## config.mk

```make
export PLATFORM = sky130hd
export DESIGN_NAME = pipe_shift_reg
export DESIGN_NICKNAME = d
export VERILOG_FILES = /design/src/rtl/pipe_shift_reg.sv
export SDC_FILE = /design/constraint.sdc
export NUM_CORES = 1
export LEC_CHECK = 0
export ABC_AREA = 1
export BUFFER_PORTS_ARGS = -buffer_cell sky130_fd_sc_hd__buf_2
export CAP_MARGIN = 10
export CORE_MARGIN = 8
export CORE_UTILIZATION = 25
export DETAILED_ROUTE_END_ITERATION = 7
export HOLD_SLACK_MARGIN = 0.03
export SLEW_MARGIN = 25
export SYNTH_ARGS = -nofsm -noshare
export SYNTH_HDL_FRONTEND = slang
export SYNTH_SLANG_ARGS = --single-unit
export TNS_END_PERCENT = 5
```

## constraint.sdc

```tcl
create_clock -name CLK -period 3.5 [get_ports CLK]
set_input_delay 0.175 -clock CLK [delete_from_list [all_inputs] [get_ports CLK]]
set_output_delay 0.175 -clock CLK [all_outputs]
set_load 0.01 [all_outputs]
```

## src/rtl/pipe_shift_reg.sv

```systemverilog
// Elastic multi-stage pipeline register: per-stage valid bits, a valid/ready
// handshake with bubble collapse, synchronous reset/flush and an occupancy count.
module pipe_shift_reg #(
    parameter int                 WIDTH     = 32,
    parameter int                 DEPTH     = 4,
    parameter logic [WIDTH-1:0]   RESET_VAL = '0,
    localparam int                CNT_W     = $clog2(DEPTH + 1)
) (
    input  logic             CLK,
    input  logic             RST,
    input  logic             inValid,
    input  logic [WIDTH-1:0] dataIn,
    output logic             inReady,
    input  logic             outReady,
    output logic             outValid,
    output logic [WIDTH-1:0] dataOut,
    input  logic             flush,
    output logic [CNT_W-1:0] count
);

    logic [DEPTH-1:0] v;
    logic [WIDTH-1:0] d [DEPTH];
    logic [DEPTH-1:0] rdy;
    logic             in_fire;
    logic             out_fire;

    // A stage may load when the consumer is taking the tail word or any stage
    // at or downstream of it is empty; written per stage to avoid a ripple loop.
    always_comb begin
        rdy = '0;
        for (int i = 0; i < DEPTH; i++) begin
            rdy[i] = outReady || (|(~v & ({DEPTH{1'b1}} << i)));
        end
    end

    assign inReady  = rdy[0];
    assign outValid = v[DEPTH-1];
    assign dataOut  = d[DEPTH-1];
    assign in_fire  = inValid && rdy[0];
    assign out_fire = v[DEPTH-1] && outReady;

    // NOTE: all sequential state uses non-blocking assignments so every stage
    // samples its upstream neighbour's pre-edge value.
    always_ff @(posedge CLK) begin
        if (RST || flush) begin
            v     <= '0;
            count <= '0;
            // NOTE: the data stages are real flops (not a RAM), so clearing
            // them to RESET_VAL is cheap and makes dataOut defined after reset.
            for (int i = 0; i < DEPTH; i++) begin
                d[i] <= RESET_VAL;
            end
        end else begin
            if (rdy[0]) begin
                v[0] <= inValid;
                d[0] <= dataIn;
            end
            for (int i = 1; i < DEPTH; i++) begin
                if (rdy[i]) begin
                    v[i] <= v[i-1];
                    d[i] <= d[i-1];
                end
            end
            unique case ({in_fire, out_fire})
                2'b10:   count <= count + CNT_W'(1);
                2'b01:   count <= count - CNT_W'(1);
                default: count <= count;
            endcase
        end
    end

endmodule

```

==> flow_summary.ini <==
[final_layout]
stdcell_count = 828
multi_input_area_um2 = 709
drive_above_1_share_pct = 19.5
diodes = 0
stdcell_area_um2 = 6530
seqCellArea_um2 = 3980
final_nets = 574
syn2layout_area_growth_pct = 17.9
fillerInstances = 2272
finish.utilization_pct = 30.0

[critical_path]
cp-end-kind = flip-flop
slowest_delay_ps = 420
worstSetupStartpointType = flip-flop
crit_top_cell = nand2_1
required_ps = 3840
path_cells = nand2_1, nor2_2, nand3_2, nand2_1, ha_1, fa_1, nand2_1, nand2_1, nor2_1, nor2_1, nor2_1
path_max_fanout = 5
cp.arrival_ps = 2130
slowest_stage = fa_1
crit_type = reg2reg

[run]
max_cap_violations = 0

[clock_tree]
path_clk_slew_ps = 60
post-cts-setup-buffers = 0
cts.htree.levels = 4
cts.repair.resized = 0
root_buffer = clkbuf_16
cts_tree = built
cts.path.max_buffers = 2
clock_latency_ps = 400
cts.sinks = 135
hold_buffers = 1
cts_buffers = 17

[place]
dp_hpwl_um = 5960
gp_congestion = 0.672
port-buffer-count = 73
placed_area_um2 = 5940
dp_cells = 795
place_ws_ps = 1710

[yosys]
ys_ff_latch = 135
synth_cell_type_count = 21
synth-main-ff-cell = edfxtp_1
yosysMostFrequentCell = inv_1
synth_edf_count = 128
yosysSeqAreaShare_pct = 72.0
yosysTopAreaCell = edfxtp_1
synth_warnings = 0
avgSynthCellArea_um2 = 11.5
netlist_top_cells_count = 135 x inv_1, 133 x nor2_1, 128 x edfxtp_1
syn_inst = 483
syn_nets = 522
synth_area_um2 = 5530
netlist_top_cells_area = edfxtp_1 69%, inv_1 9.2%, nor2_1 9.0%
netlist.area_leader.share_pct = 69.5
async_reset_ff_share_pct = 0

[sta]
fin_skew_ps = 7.56
hold-worst-slack_ps = 68.2
relSlewSlack_pct = 51.2
worst_slew_pin_slew_ps = 729
fin_ws_ps = 1720
period_minus_slack_ps = 1780
hold_viol = 0
fmax_mhz = 561
setup_viol = 0
maxSlewViolCount = 0
grt_setup_unrepaired = false
finalSetupTns_ps = 0
post-route-period-util_pct = 51.0

[pwr]
power.total_mw = 3.55
leakage_nw = 2.80
peakVddDrop_mv = 0.250
cellPowerDensity_nw_per_um2 = 545

[global_routing]
grt_usage_pct = 6.37
grt.overflow.total = 0
grt_pass1_wl_um = 13400
first_global_vias = 2712
grt_start_max_net_pins = 34
antenna_found_initial = 0

[die]
start_util_pct = 25.4
die_area_um2 = 27100
io_pins = 74
rows = 54
die_h_um = 165
core_um2 = 21800
die_x_um = 165

[routing]
drtAntennaViolNets = 0
vias = 2722
post_drt_wl_per_cell_um = 9.67
drc = 0
first_iter_violations = 102
dr.pass1.iters = 4
wl_um = 8010
post_drt_via_cell_ratio = 3.29

[run_status]
status = complete, no violations

[hold_path]
hp-class = in2reg
-- placed cells by master, fill, tap and decap left out, types with 3 or more instances in the layout --
master	netlist	routed
clkinv_1	0	7
clkbuf_16	0	17
nand2_1	21	20
nor2_1	133	133
buf_2	7	73
dfxtp_1	7	7
buf_4	32	4
bufinv_16	0	3
edfxtp_1	128	128
inv_1	135	135
-- flip-flops by register name, summed over array words and instances, names as in the netlist --
signal	cells
count	3
d	128
v	4
-- metal layers --
| metal | global-route usage (%) | vias up | share of wire, % |
|---|---|---|---|
| met4 | 3.19 | 0 | 1.6 |
| met3 | 2.22 | 8 | 3.7 |
| li1 | - | 1525 | - |
| met2 | 9.87 | 46 | 48 |
| met1 | 7.77 | 1143 | 47 |
| met5 | 0 | - | 0 |
-- final timing paths --
check / from / endpoint / slack [ps] / cells after the start
min: dataIn[22] / d[0][22] / 70 / 3
max: v[3] / count[2] / 1720 / 11
max reg2reg: v[3] / count[2] / 1720 / 11
min reg2reg: v[2] / v[3] / 450 / 2
-- area by class of cell --
cell class	count	area share (%)
timing repair buffer	78	6.21
clock buffer	19	6.63
tap	280	5.37
inverter	135	7.77
clock inverter	13	2.09
multi-input combinational	168	10.9
sequential	135	61.1
-- critical path, delay by kind of cell (launching register included) --
family                     cells  cell delay, ps
DFF                            1             340
and+or+nand+nor                9             750
adders and majority gates      2             640
-- logic make-up after synthesis --
| family | after synthesis | synth area share, % |
|---|---|---|
| buffers and inverters | 180 | 15.4 |
| AND/OR/NAND/NOR | 162 | 11.6 |
| flip-flops | 135 | 72.0 |
| AO/OA/AOI/OAI | 3 | 0.339 |
| adder cells (fa/ha/maj) | 2 | 0.588 |
| XOR/XNOR | 1 | 0.158 |
-- report_power, final --
group	total, mW	leakage, nW	switching, mW	internal (mW)
Sequential	1.78	1.62	0.00728	1.77
Combinational	0.0855	0.906	0.0537	0.0318
Clock	1.69	0.269	0.588	1.10
No activity file was read; power rests on OpenSTA's default activity.
